`src/rtl/parallel_to_serial.sv`:
```
// 64-bit word serializer: accepts eight byte lanes over valid/ready and shifts
// them out one bit per BIT_DIV clocks with a frame strobe and an end-of-frame pulse.
module parallel_to_serial #(
    parameter int BIT_DIV   = 1,
    parameter bit MSB_FIRST = 1'b0
) (
    input  logic       clk,
    input  logic       reset,
    input  logic [7:0] D0,
    input  logic [7:0] D1,
    input  logic [7:0] D2,
    input  logic [7:0] D3,
    input  logic [7:0] D4,
    input  logic [7:0] D5,
    input  logic [7:0] D6,
    input  logic [7:0] D7,
    input  logic       in_valid,
    output logic       in_ready,
    output logic       sdata,
    output logic       sframe,
    output logic       done
);

    localparam int DIV_W = (BIT_DIV > 1) ? $clog2(BIT_DIV) : 1;
    localparam logic [DIV_W-1:0] DIV_LAST = DIV_W'(BIT_DIV - 1);

    typedef enum logic {IDLE, SHIFT} state_t;

    state_t      state_q, state_d;
    logic [63:0] shift_q, shift_d;
    logic [5:0]  bitcnt_q, bitcnt_d;
    logic [DIV_W-1:0] div_q, div_d;
    logic        sdata_q, sdata_d;
    logic        sframe_q, sframe_d;
    logic        done_q, done_d;
    logic        in_ready_q, in_ready_d;

    logic [63:0] word;
    logic [5:0]  next_cnt;

    assign word = {D7, D6, D5, D4, D3, D2, D1, D0};

    // Frame position to word bit index; 63 - c is the bitwise inverse for 6 bits.
    function automatic logic [5:0] bit_idx(input logic [5:0] c);
        return MSB_FIRST ? ~c : c;
    endfunction

    always_ff @(posedge clk or negedge reset) begin
        if (!reset) begin
            state_q    <= IDLE;
            shift_q    <= '0;
            bitcnt_q   <= '0;
            div_q      <= '0;
            sdata_q    <= 1'b0;
            sframe_q   <= 1'b0;
            done_q     <= 1'b0;
            in_ready_q <= 1'b0;
        end else begin
            state_q    <= state_d;
            shift_q    <= shift_d;
            bitcnt_q   <= bitcnt_d;
            div_q      <= div_d;
            sdata_q    <= sdata_d;
            sframe_q   <= sframe_d;
            done_q     <= done_d;
            in_ready_q <= in_ready_d;
        end
    end

    always_comb begin
        state_d    = state_q;
        shift_d    = shift_q;
        bitcnt_d   = bitcnt_q;
        div_d      = div_q;
        sdata_d    = 1'b0;
        sframe_d   = 1'b0;
        done_d     = 1'b0;
        in_ready_d = 1'b0;
        next_cnt   = bitcnt_q + 6'd1;

        case (state_q)
            IDLE: begin
                in_ready_d = 1'b1;
                // in_ready_q gates acceptance so the first edge after reset only raises ready.
                if (in_valid && in_ready_q) begin
                    shift_d    = word;
                    bitcnt_d   = '0;
                    div_d      = '0;
                    state_d    = SHIFT;
                    in_ready_d = 1'b0;
                    sframe_d   = 1'b1;
                    sdata_d    = word[bit_idx(6'd0)];
                end
            end
            SHIFT: begin
                sframe_d = 1'b1;
                sdata_d  = sdata_q;
                if (div_q == DIV_LAST) begin
                    div_d    = '0;
                    bitcnt_d = next_cnt;
                    if (bitcnt_q == 6'd63) begin
                        state_d    = IDLE;
                        sframe_d   = 1'b0;
                        sdata_d    = 1'b0;
                        done_d     = 1'b1;
                        in_ready_d = 1'b1;
                    end else begin
                        sdata_d = shift_q[bit_idx(next_cnt)];
                    end
                end else begin
                    div_d = div_q + DIV_W'(1);
                end
            end
            default: state_d = IDLE;
        endcase
    end

    assign in_ready = in_ready_q;
    assign sdata    = sdata_q;
    assign sframe   = sframe_q;
    assign done     = done_q;

endmodule

```
`config.mk`:
```
export PLATFORM = sky130hd
export DESIGN_NAME = parallel_to_serial
export DESIGN_NICKNAME = d
export VERILOG_FILES = /design/src/rtl/parallel_to_serial.sv
export SDC_FILE = /design/constraint.sdc
export NUM_CORES = 1
export LEC_CHECK = 0
export CAP_MARGIN = 0
export CORE_MARGIN = 2
export CORE_UTILIZATION = 50
export DETAILED_ROUTE_END_ITERATION = 10
export PLACE_DENSITY = 0.78
export SYNTH_ARGS = -nofsm -noshare
export SYNTH_HDL_FRONTEND = slang
export SYNTH_SLANG_ARGS = --single-unit
```
`constraint.sdc`:
```
create_clock -name clk -period 2.6 [get_ports clk]
set_clock_uncertainty 0.2 [all_clocks]
set_input_delay 0.39 -clock clk [delete_from_list [all_inputs] [get_ports clk]]
set_output_delay 0.39 -clock clk [all_outputs]
set_load 0.05 [all_outputs]
```
Yosys cells after proc, flatten, opt, wreduce, memory -nomap -nowiden
Index checks and enable logic that the tools add are counted.
- equality and inequality tests: 3
- mux-type cells: 21
- add/sub/neg operators: 2
- reduce and logical (&&, ||, !) cells: 3
- bitwise gates (word level): 1
- magnitude comparators: 1
- operators by type and width (kind ; number):
    1-bit two-way mux ; 13
    6-bit two-way mux ; 2
    6-bit case mux with 2 select lines ; 1
    1-bit case mux with 2 select lines ; 4
    6-bit by 7-bit < comparator with 1-bit output, second input constant ; 1
    6-bit by 1-bit adder with 6-bit output, second input constant ; 1
    1-bit binary-select mux with 6-bit select ; 1
    6-bit equality test, second input constant ; 1
    2-bit != test, second input constant ; 2
    2-bit AND reduction ; 2
    1-bit adder, second input constant ; 1
    1-bit logical AND ; 1
    1-bit inverter ; 1
- word-level logic and storage cells: 38
- bits of input ports: 67
- register bits after elaboration: 75

Depth between registers and ports, before layout
Gate-level depths: netlist of run 1.
- word-level depth: 6
- depth in mapped cells: 8
- depth with buffers taken out: 6

Worst setup path before layout of run 1
OpenSTA, ideal clock, no wires.
- path type: register to register
- start point: register bitcnt_q[0]
- end point: register sdata_q, in the netlist sdata
- stages on the path, launching flop included: 8
- clock period less this slack: 2363 ps
- slack: 237 ps
- arrival: 2041 ps
- required time: 2278 ps
- path buffers: 2
- setup time: 122 ps
- cell sequence: dfrtp_1 ha_1 clkbuf_1 buf_2 mux4_1 mux4_2 nor2_1 o2bb2ai_1
- cells in the longest elaborated chain, start to end: 6
- elaborated cells between the ends (all ways): 7
- classes of those cells: add/sub (1); eq/ne (1); mux (5)
- ends and longest elaborated chain (item ; RTL line ; source):
    from (decl) ; 31 ; logic [5:0] bitcnt_q, bitcnt_d;
    from (signal assigned) ; 61 ; bitcnt_q <= bitcnt_d;
    6-bit by 1-bit adder with 6-bit output ; 79 ; next_cnt = bitcnt_q + 6'd1;
    1-bit binary-select mux with 6-bit select ; 108 ; sdata_d = shift_q[bit_idx(next_cnt)];
    1-bit two-way mux (not written as such) ; 108 ;
    1-bit two-way mux (*) ; 101 ; if (bitcnt_q == 6'd63) begin
    1-bit two-way mux (*) ; 98 ; if (div_q == DIV_LAST) begin
    1-bit case mux with 2 select lines (*) ; 81 ; case (state_q)
    named net sdata_d ; 33 ; logic sdata_q, sdata_d;
    to (signal assigned) ; 63 ; sdata_q <= sdata_d;
    to (decl) ; 33 ;
Mark *: on every way through the listed nets, which the timed path passes. The rest lies on a longest branch. The select of a mux whose other input is x is not followed.
A chain may end at the register's enable or synchronous reset.

Worst setup path after layout of run 1
- start point: register sframe_q, in the netlist sframe
- end point: output sframe
- RTL lines (item ; RTL line ; source):
    from (decl) ; 34 ; logic sframe_q, sframe_d;
    from (signal assigned) ; 64 ; sframe_q <= sframe_d;
    to (decl) ; 20 ; output logic sframe,
No word-level cell between the ends.

==> flow_summary_export.csv, run 1 <==
group,metric,value,unit
floorplan,die_area,7671,um2
critical_path,max_stage_delay,0.89,ns
global_routing,gr-usage-all-layers,21.43,%
layout,insertedDiodeCount,0,
clocking,cts_hold_buf,0,
drt,ant_nets,0,
critical_path,timing.rr.end,"sdata",
layout,drive_gt1_share,9.633,%
pwr,clkPwrFrac,19.6,%
synthesis,avgSynthCellArea,9.571,um2
layout,final_common_cell,"nand2_1",
sta,setup_tns,0,ns
pwr,intPower,0.003348,W
sta,worst_slew_pin_slew,0.8973,ns
synthesis,ys_types,33,
layout,final_nets,499,
pwr,pwr-share-comb,39.3,%
drt,wl_per_cell,14.05,um
global_routing,grt_pass1_wl,12.68,mm
clocking,clockBufferDepth,2,
layout,area_growth,28.98,%
floorplan,dieHeight,87.59,um
drt,drc,0,
sta,final-hold-violation-count,74,
drt,drtIter0Drc,151,
global_routing,first_global_vias,2715,
pwr,ir_drop,0.4873,mV
synthesis,synth_seq_cells,74,
clocking,clk_latency,0.35,ns
floorplan,core_area,6794,um2
critical_path,r2r_slack,0.16,ns
sta,max_freq,408.7,MHz
synthesis,yosys_warnings,0,
clocking,post_cts_resized,0,
sta,whs,-0.03243,ns
drt,met3_length,431,um
drt,vias_per_cell,5.098,
clocking,cts-root-buf,"clkbuf_8",
critical_path,path_class,"reg -> out",
layout,fin_util,66.32,%
synthesis,syn_inst,365,
sta,setup_violations,0,
clocking,clkSinkCount,74,
critical_path,cp_num_buf_inv,1,
outcome,violations,"hold timing",
pwr,p_seq_share,41.1,%
global_routing,antenna_found_initial,0,
placement,dp_hpwl,5.405,mm
global_routing,grt_overflow,0,
critical_path,cp_cell_sequence,"clkdlybuf4s50_1",
worst_hold_path,hold_class,"in -> async",
pwr,power_density,1132,nW/um2
sta,relSlewSlack,40.18,%
critical_path,path_delay_family,"buffers and inverters",
layout,layout_common_cells,"nand2_1 (206), dfrtp_1 (74), clkdlybuf4s50_1 (69)",
global_routing,grt_start_max_net_pins,75,
synthesis,syn_nets,433,
synthesis,synth_area,3493,um2
pwr,power,0.005101,W
critical_path,worstPathArrival,1.86,ns
drt,wl_met1,3.243,mm
sta,grt_setup_unrepaired,"false",
critical_path,worstPathMaxFanout,15,
critical_path,r2r-start,"bitcnt_q[1]",
floorplan,initial_core_util,51.42,%
critical_path,critPathCaptureType,"output pin",
sta,report.final.slew_viol_count,0,
pwr,p_leak,2.204,nW
clocking,numCtsBuffers,9,
pwr,p_switching,0.001753,W
floorplan,io_pins,71,
drt,top_layer,"met4",
outcome,outcome,"complete, but fails checks",
pwr,swShare,34.37,%
sta,final.period_utilization,94.11,%
placement,port_buffers,70,
sta,period_needed,2.447,ns
clocking,clkTransAtPathRegs,0.08,ns
clocking,cts_tree,"built",
critical_path,cp_data_required_time,2.01,ns
critical_path,start_kind,"register",
synthesis,yosysSeqAreaShare,53.01,%
drt,num_vias,2712,
job,max-cap-violations,0,
floorplan,rows,30,
drt,finalWirelength,7.472,mm
placement,place.gp.congestion,0.8493,
critical_path,cp_slowest_cell,"clkdlybuf4s50_1",
drt,wl_met2,3.733,mm
clocking,cts-htree-levels,3,
drt,drtPass1Iterations,4,
floorplan,die_w,87.59,um
clocking,post-cts-setup-buffers,0,
critical_path,rr_worst_depth,6,
-- synthesized netlist by cell type --
cell type	count	area share (%)
a21boi_0	1	0.21
a21oi_1	2	0.29
and2_1	4	0.72
and3b_1	1	0.25
buf_1	8	0.86
buf_2	2	0.29
buf_6	2	0.64
clkbuf_1	9	0.97
dfrtp_1	74	53
ha_1	1	0.36
inv_1	2	0.21
mux2_2	3	0.97
mux2_4	1	0.43
mux2i_1	2	0.57
mux4_1	8	6.0
mux4_2	9	5.8
nand2_1	206	22
nand3_1	6	0.86
nand4_1	1	0.18
nor2_1	2	0.21
nor2b_1	1	0.18
nor3_1	2	0.29
nor3b_2	1	0.36
o2111ai_1	1	0.25
o211ai_1	1	0.21
o21a_1	1	0.21
o21ai_0	6	0.86
o2bb2ai_1	1	0.25
o32ai_1	1	0.25
o41ai_2	1	0.47
xnor2_1	3	0.75
xnor2_2	1	0.47
xor2_2	1	0.47
-- power groups by stage --
stage | Clock [W] | Combinational (W) | Sequential [W]
3_5_place_dp | 0 | 0.00202 | 0.00211
6_report | 0.000998 | 0.00201 | 0.00210
2_1_floorplan | 0 | 0.00156 | 0.00197
5_1_grt | 0.00106 | 0.00223 | 0.00216
3_3_place_gp | 0 | 0.00192 | 0.00210
4_1_cts | 0.00102 | 0.00202 | 0.00210
-- per-layer routing --
layer  GRT usage, %  vias up
li1               -     1316
met3          5.278        8
met5              0        -
met4          6.573        0
met1          28.47     1297
met2          35.19       91
-- area by class of cell --
class | instances | area (um2)
Fill cell | 556 | 2288
Sequential cell | 74 | 1852
Multi-Input combinational cell | 268 | 1544
Timing Repair Buffer | 76 | 755.7
Clock buffer | 9 | 123.9
Tap cell | 96 | 120.1
Clock inverter | 7 | 102.6
Inverter | 2 | 7.507
-- registers in the layout, indices dropped and copies added, names as in the netlist --
signal,cells
sframe,1
in_ready,1
done,1
bitcnt_q,6
shift_q,64
sdata,1
-- worst max-delay path by stage --
stage               slack [ns]  cells past startpoint        start  endpoint
CTS                       0.14                      1       sframe    sframe
floorplan                 0.24                      7  bitcnt_q[0]     sdata
global placement          0.24                      6  bitcnt_q[1]     sdata
detailed placement        0.16                      6  bitcnt_q[1]     sdata
global route              0.05                      6  bitcnt_q[1]     sdata
finish                    0.15                      1       sframe    sframe
-- logic make-up (layout without fill, tap and decap cells) --
kind of cell,after synthesis,after routing,synth area share (%)
fa+ha+maj,1,1,0.3581
mux,23,23,13.79
simple gates,224,224,25.18
xor+xnor,5,5,1.684
compound gates,15,15,3.009
buf+inv,23,94,2.973
flops,74,74,53.01
-- metrics by stage --
step	setup WS [ns]	std cells	area (um2)
final	0.1532	532	4506
after global routing	0.04804	532	4506
after detailed placement	0.1626	516	4279
after floorplan	0.2373	365	3493
after CTS	0.1351	532	4506
after global placement	0.2439	516	4279
Power figures use the tool's default switching activity.
==> run 2, diff against run 1 <==
--- a/config.mk
+++ b/config.mk
@@ -10,6 +10,7 @@
 export CORE_UTILIZATION = 50
 export DETAILED_ROUTE_END_ITERATION = 10
 export PLACE_DENSITY = 0.78
+export RECOVER_POWER = 25
 export SYNTH_ARGS = -nofsm -noshare
 export SYNTH_HDL_FRONTEND = slang
 export SYNTH_SLANG_ARGS = --single-unit
==> run 2 against run 1 <==
The flow finishes with violations (capacitance limit, slew limit). Hold slack better by 0.31 ns. Critical path depth did not move. Cell count unchanged. Register-to-register slack is essentially flat. Wire length stayed put. Non-clock buffer count stayed put. Worst setup slack unchanged. Sequential power hardly changed. Clock power about the same. Utilization about the same.
==> flow_summary_export.csv, run 2 (synthesis results as in run 1) <==
group,metric,value,unit
outcome,outcome,"complete, but fails checks",
outcome,violations,"capacitance limit, slew limit",
placement,dp_cells,516,
sta,period_needed,2.447,ns
worst_hold_path,min_from,"shift_q[47]",
job,max-cap-violations,1,
drt,drc,0,
placement,dp_hpwl,5.405,mm
sta,finalWorstSetupSlack,0.1532,ns
clocking,clkTransAtPathRegs,0.08,ns
critical_path,critPathCaptureType,"output pin",
critical_path,r2r_slack,0.16,ns
placement,dp_slack,0.1626,ns
critical_path,cp_slowest_cell,"clkdlybuf4s50_1",
layout,final_common_cell,"nand2_1",
global_routing,grt_start_max_net_pins,75,
clocking,cts_hold_buf,0,
floorplan,core_area,6794,um2
drt,ant_nets,0,
layout,area_growth,28.90,%
sta,setup_violations,0,
clocking,clockBufferDepth,2,
layout,insertedDiodeCount,0,
drt,drtIter0Drc,151,
drt,vias_per_cell,5.098,
layout,drive_gt1_share,9.633,%
drt,wl_per_cell,14.05,um
global_routing,gr-usage-all-layers,21.43,%
floorplan,dieHeight,87.59,um
pwr,p_leak,2.203,nW
layout,layout.cells.non_filler,532,
layout,largest_register_ffs,64,
floorplan,die_area,7671,um2
sta,worst_slew_pin_slew,1.766,ns
critical_path,cp_cell_sequence,"clkdlybuf4s50_1",
pwr,ir_drop,0.4873,mV
clocking,post-cts-setup-buffers,0,
sta,final.period_utilization,94.11,%
global_routing,grt_pass1_wl,12.68,mm
layout,reg_top3,"shift_q (64), bitcnt_q (6)",
sta,report.final.slew_viol_count,75,
critical_path,worstPathArrival,1.86,ns
clocking,cts-htree-levels,3,
global_routing,antenna_found_initial,0,
sta,grt_setup_unrepaired,"false",
clocking,cts-root-buf,"clkbuf_8",
floorplan,initial_core_util,51.42,%
clocking,clkSinkCount,74,
critical_path,r2r-start,"bitcnt_q[1]",
critical_path,cp_data_required_time,2.01,ns
critical_path,cp_num_buf_inv,1,
critical_path,path_delay_family,"buffers and inverters",
critical_path,max_stage_delay,0.89,ns
sta,relSlewSlack,-17.71,%
layout,top_register,"shift_q",
worst_hold_path,hold_class,"reg -> reg",
layout,final_nets,499,
placement,place.gp.congestion,0.8493,
pwr,power_density,1133,nW/um2
drt,drtPass1Iterations,4,
clocking,numCtsBuffers,9,
global_routing,first_global_vias,2715,
sta,final-hold-violation-count,0,
floorplan,die_w,87.59,um
layout,fin_util,66.28,%
floorplan,rows,30,
drt,finalWirelength,7.472,mm
drt,num_vias,2712,
worst_hold_path,hold_depth,2,
floorplan,io_pins,71,
clocking,post_cts_resized,0,
clocking,cts_tree,"built",
placement,port_buffers,70,
critical_path,path_class,"reg -> out",
critical_path,timing.rr.end,"sdata",
worst_hold_path,worstHoldEndpoint,"shift_q[47]",
sta,max_freq,408.7,MHz
global_routing,grt_overflow,0,
critical_path,start_kind,"register",
clocking,clk_latency,0.35,ns
sta,setup_tns,0,ns
layout,layout_common_cells,"nand2_1 (206), dfrtp_1 (74), clkdlybuf4s50_1 (69)",
critical_path,rr_worst_depth,6,
critical_path,worstPathMaxFanout,15,
==> run 2: cell count changes in the layout (fill, tap and decap cells not counted), sizes merged <==
cell,before,now
clkbuf,9,10
buf,7,6
==> run 2: worst max path at each step <==
stage | from | slack [ns] | depth (start not counted) | end
floorplan | bitcnt_q[0] | 0.24 | 7 | sdata
global placement | bitcnt_q[1] | 0.24 | 6 | sdata
detailed placement | bitcnt_q[1] | 0.16 | 6 | sdata
CTS | sframe | 0.14 | 1 | sframe
global route | bitcnt_q[1] | 0.05 | 6 | sdata
finish | sframe | 0.15 | 1 | sframe
==> run 2: cell type report <==
| class | instances | area (um2) |
|---|---|---|
| multi-input combinational | 268 | 1544 |
| clock inverter | 7 | 102.6 |
| timing repair buffer | 76 | 753.2 |
| fill | 555 | 2291 |
| tap | 96 | 120.1 |
| inverter | 2 | 7.507 |
| sequential | 74 | 1852 |
| clock buffer | 9 | 123.9 |
==> run 2: tightest hold or removal path, cell delays in order, from the launching register on <==
cell	delay, ns
dfrtp_1	0.35
nand2_1	0.05
nand2_1	0.05
==> run 2: per-layer routing <==
metal  share of wire, %  wire, um  GRT usage [%]
met3                5.8       431          5.278
met5                  0         0              0
met2                 50      3733          35.19
met4               0.84        63          6.573
met1                 43      3243          28.47
==> run 2: where the power goes <==
| group | leakage [nW] | switching, W | internal, W |
|---|---|---|---|
| Clock | 0.110 | 0.000450 | 0.000548 |
| Sequential | 0.927 | 0.000400 | 0.00170 |
| Combinational | 1.17 | 0.000903 | 0.00110 |
| Total | 2.20 | 0.00175 | 0.00335 |
==> run 2: metrics by stage <==
stage	cell area (um2)	total power [W]	hold WS [ns]
2_1_floorplan	3493	0.003537	-0.1056
3_3_place_gp	4279	0.004015	0.2529
3_5_place_dp	4279	0.004123	0.2606
4_1_cts	4506	0.005136	0.0003515
5_1_grt	4503	0.005453	0.2994
6_report	4503	0.005100	0.2762
==> run 3, diff against run 2 <==
==> constraint.sdc (replaced) <==
create_clock -name clk -period 2.6 [get_ports clk]
set_clock_uncertainty 0.2 [all_clocks]
set_input_delay 0.39 -clock clk [delete_from_list [all_inputs] [get_ports clk]]
set_output_delay 0.39 -clock clk [all_outputs]
set_load 0.01 [all_outputs]
==> run 3 against run 2 <==
The run still ends with capacitance limit, slew limit left. Final area decreased by 0.31%. Die area unchanged. Global-route usage grew 0.29 points. Sequential power hardly changed. Critical endpoint is now sdata. Register-to-register slack gained 0.11 ns. Power fell by 3.0%. Wire length hardly changed. Utilization shrank 0.20 points. First-iteration DRC count is 36% higher. Highest routed layer unchanged. Fmax is 5.1% higher.
==> flow_summary_export.csv, run 3 (synthesis results as in run 1) <==
group,metric,value,unit
outcome,outcome,"complete, but fails checks",
outcome,violations,"capacitance limit, slew limit",
floorplan,die_area,7671,um2
drt,num_vias,2669,
drt,finalWirelength,7.465,mm
layout,final_nets,502,
critical_path,cp_slowest_cell,"mux4_1",
drt,drtIter0Drc,206,
global_routing,grt_most_used_layer,"met2",
job,max-cap-violations,1,
global_routing,use_met3,6.598,%
clocking,post_cts_resized,0,
worst_hold_path,hold_depth,2,
worst_hold_path,min_from,"shift_q[30]",
sta,setup_tns,0,ns
pwr,clkPwrFrac,18.2,%
global_routing,gr-usage-all-layers,21.72,%
layout,final_common_cell,"nand2_1",
pwr,power_density,1102,nW/um2
global_routing,grt_overflow,0,
critical_path,cp_cell_sequence,"buf_4 -> mux4_1 -> mux2_4 -> nor3_1 -> o41ai_2 -> o2bb2ai_1",
clocking,cts-root-buf,"clkbuf_8",
layout,layout_common_cells,"nand2_1 (206), dfrtp_1 (74), clkdlybuf4s50_1 (69)",
layout,reg_top3,"shift_q (64), bitcnt_q (6)",
global_routing,first_global_vias,2645,
floorplan,core_area,6794,um2
clocking,cts-htree-levels,3,
drt,drtPass1Iterations,4,
drt,drc,0,
floorplan,die_w,87.59,um
sta,final-hold-violation-count,0,
floorplan,initial_core_util,51.42,%
floorplan,rows,30,
clocking,numCtsBuffers,9,
layout,largest_register_ffs,64,
pwr,pwr-share-comb,39.2,%
global_routing,grt_util_met2,33.82,%
layout,insertedDiodeCount,0,
drt,wl_per_cell,13.95,um
sta,relSlewSlack,-6.030,%
floorplan,dieHeight,87.59,um
clocking,cts_tree,"built",
layout,area_growth,28.51,%
sta,setup_violations,0,
critical_path,path_class,"reg -> reg",
sta,grt_setup_unrepaired,"false",
placement,port_buffers,70,
clocking,clkTransAtPathRegs,0.08,ns
critical_path,worstPathArrival,2.37,ns
drt,ant_nets,0,
placement,place.gp.congestion,0.9119,
pwr,p_seq_share,42.6,%
clocking,clk_latency,0.35,ns
sta,max_freq,429.5,MHz
drt,vias_per_cell,4.989,
clocking,clkSinkCount,74,
sta,final.period_utilization,89.56,%
sta,period_needed,2.328,ns
critical_path,rr_worst_depth,6,
sta,worst_slew_pin_slew,1.590,ns
critical_path,start_kind,"register",
floorplan,io_pins,71,
pwr,intPower,0.003266,W
critical_path,critPathCaptureType,"register",
global_routing,grt_start_max_net_pins,75,
critical_path,r2r_slack,0.27,ns
pwr,swShare,33.99,%
pwr,p_leak,2.203,nW
layout,drive_gt1_share,9.795,%
global_routing,grtUsageMet1,29.69,%
sta,whs,0.2787,ns
critical_path,r2r-start,"bitcnt_q[0]",
global_routing,grt_pass1_wl,12.58,mm
global_routing,antenna_found_initial,0,
worst_hold_path,worstHoldEndpoint,"shift_q[30]",
worst_hold_path,hold_class,"reg -> reg",
clocking,cts_hold_buf,1,
pwr,p_switching,0.001682,W
clocking,clockBufferDepth,2,
layout,top_register,"shift_q",
critical_path,max_stage_delay,0.59,ns
sta,report.final.slew_viol_count,75,
placement,dp_hpwl,5.422,mm
critical_path,worstPathMaxFanout,20,
clocking,post-cts-setup-buffers,0,
critical_path,cp_data_required_time,2.64,ns
critical_path,timing.rr.end,"sdata",
pwr,ir_drop,0.4983,mV
[run 3: power groups by stage]
| stage | logic (W) | registers (W) | clock network [W] |
|---|---|---|---|
| after floorplan | 0.00156 | 0.00193 | 0 |
| after global placement | 0.00190 | 0.00211 | 0 |
| after detailed placement | 0.00196 | 0.00212 | 0 |
| after CTS | 0.00197 | 0.00210 | 0.000925 |
| after global routing | 0.00218 | 0.00217 | 0.000980 |
| final | 0.00194 | 0.00211 | 0.000901 |
[run 3: critical path, delay by kind of cell, from the launching register on]
kind | cells | cell delay (ns)
mux | 2 | 0.87
flops | 1 | 0.35
buf+inv | 1 | 0.30
simple gates | 1 | 0.26
compound gates | 2 | 0.24
[run 3: layout make-up]
cell class / count / area, um2
Multi-Input combinational cell: 268 / 1544
Clock buffer: 10 / 127.6
Clock inverter: 6 / 72.57
Tap cell: 96 / 120.1
Inverter: 2 / 7.507
Timing Repair Buffer: 79 / 765.7
Fill cell: 570 / 2305
Sequential cell: 74 / 1852
[run 3: how the worst max path moves through the flow]
stage             endpoint         from  slack [ns]  depth (start not counted)
6_report             sdata  bitcnt_q[0]        0.27                          6
5_1_grt        shift_q[25]        reset        0.13                          2
4_1_cts              sdata  bitcnt_q[0]        0.25                          6
3_5_place_dp         sdata  bitcnt_q[0]        0.26                          6
3_3_place_gp         sdata  bitcnt_q[0]        0.30                          6
2_1_floorplan        sdata  bitcnt_q[0]        0.24                          7
[run 3: routing by layer]
layer / share of wire (%) / up-vias
met1: 44 / 1270
met3: 4.7 / 8
met5: 0 / -
met2: 50 / 72
met4: 1.3 / 0
li1: - / 1319
[run 3: through the flow]
step | worst slack, ns | std cells | util [%] | power, W | cell area (um2)
after floorplan | 0.2373 | 365 | - | 0.003489 | 3493
after global placement | 0.3031 | 518 | 63.02 | 0.004002 | 4282
after detailed placement | 0.2618 | 518 | 63.02 | 0.004077 | 4282
after CTS | 0.2538 | 535 | 66.11 | 0.004999 | 4492
after global routing | 0.1272 | 535 | 66.08 | 0.005327 | 4489
final | 0.2715 | 535 | 66.08 | 0.004948 | 4489
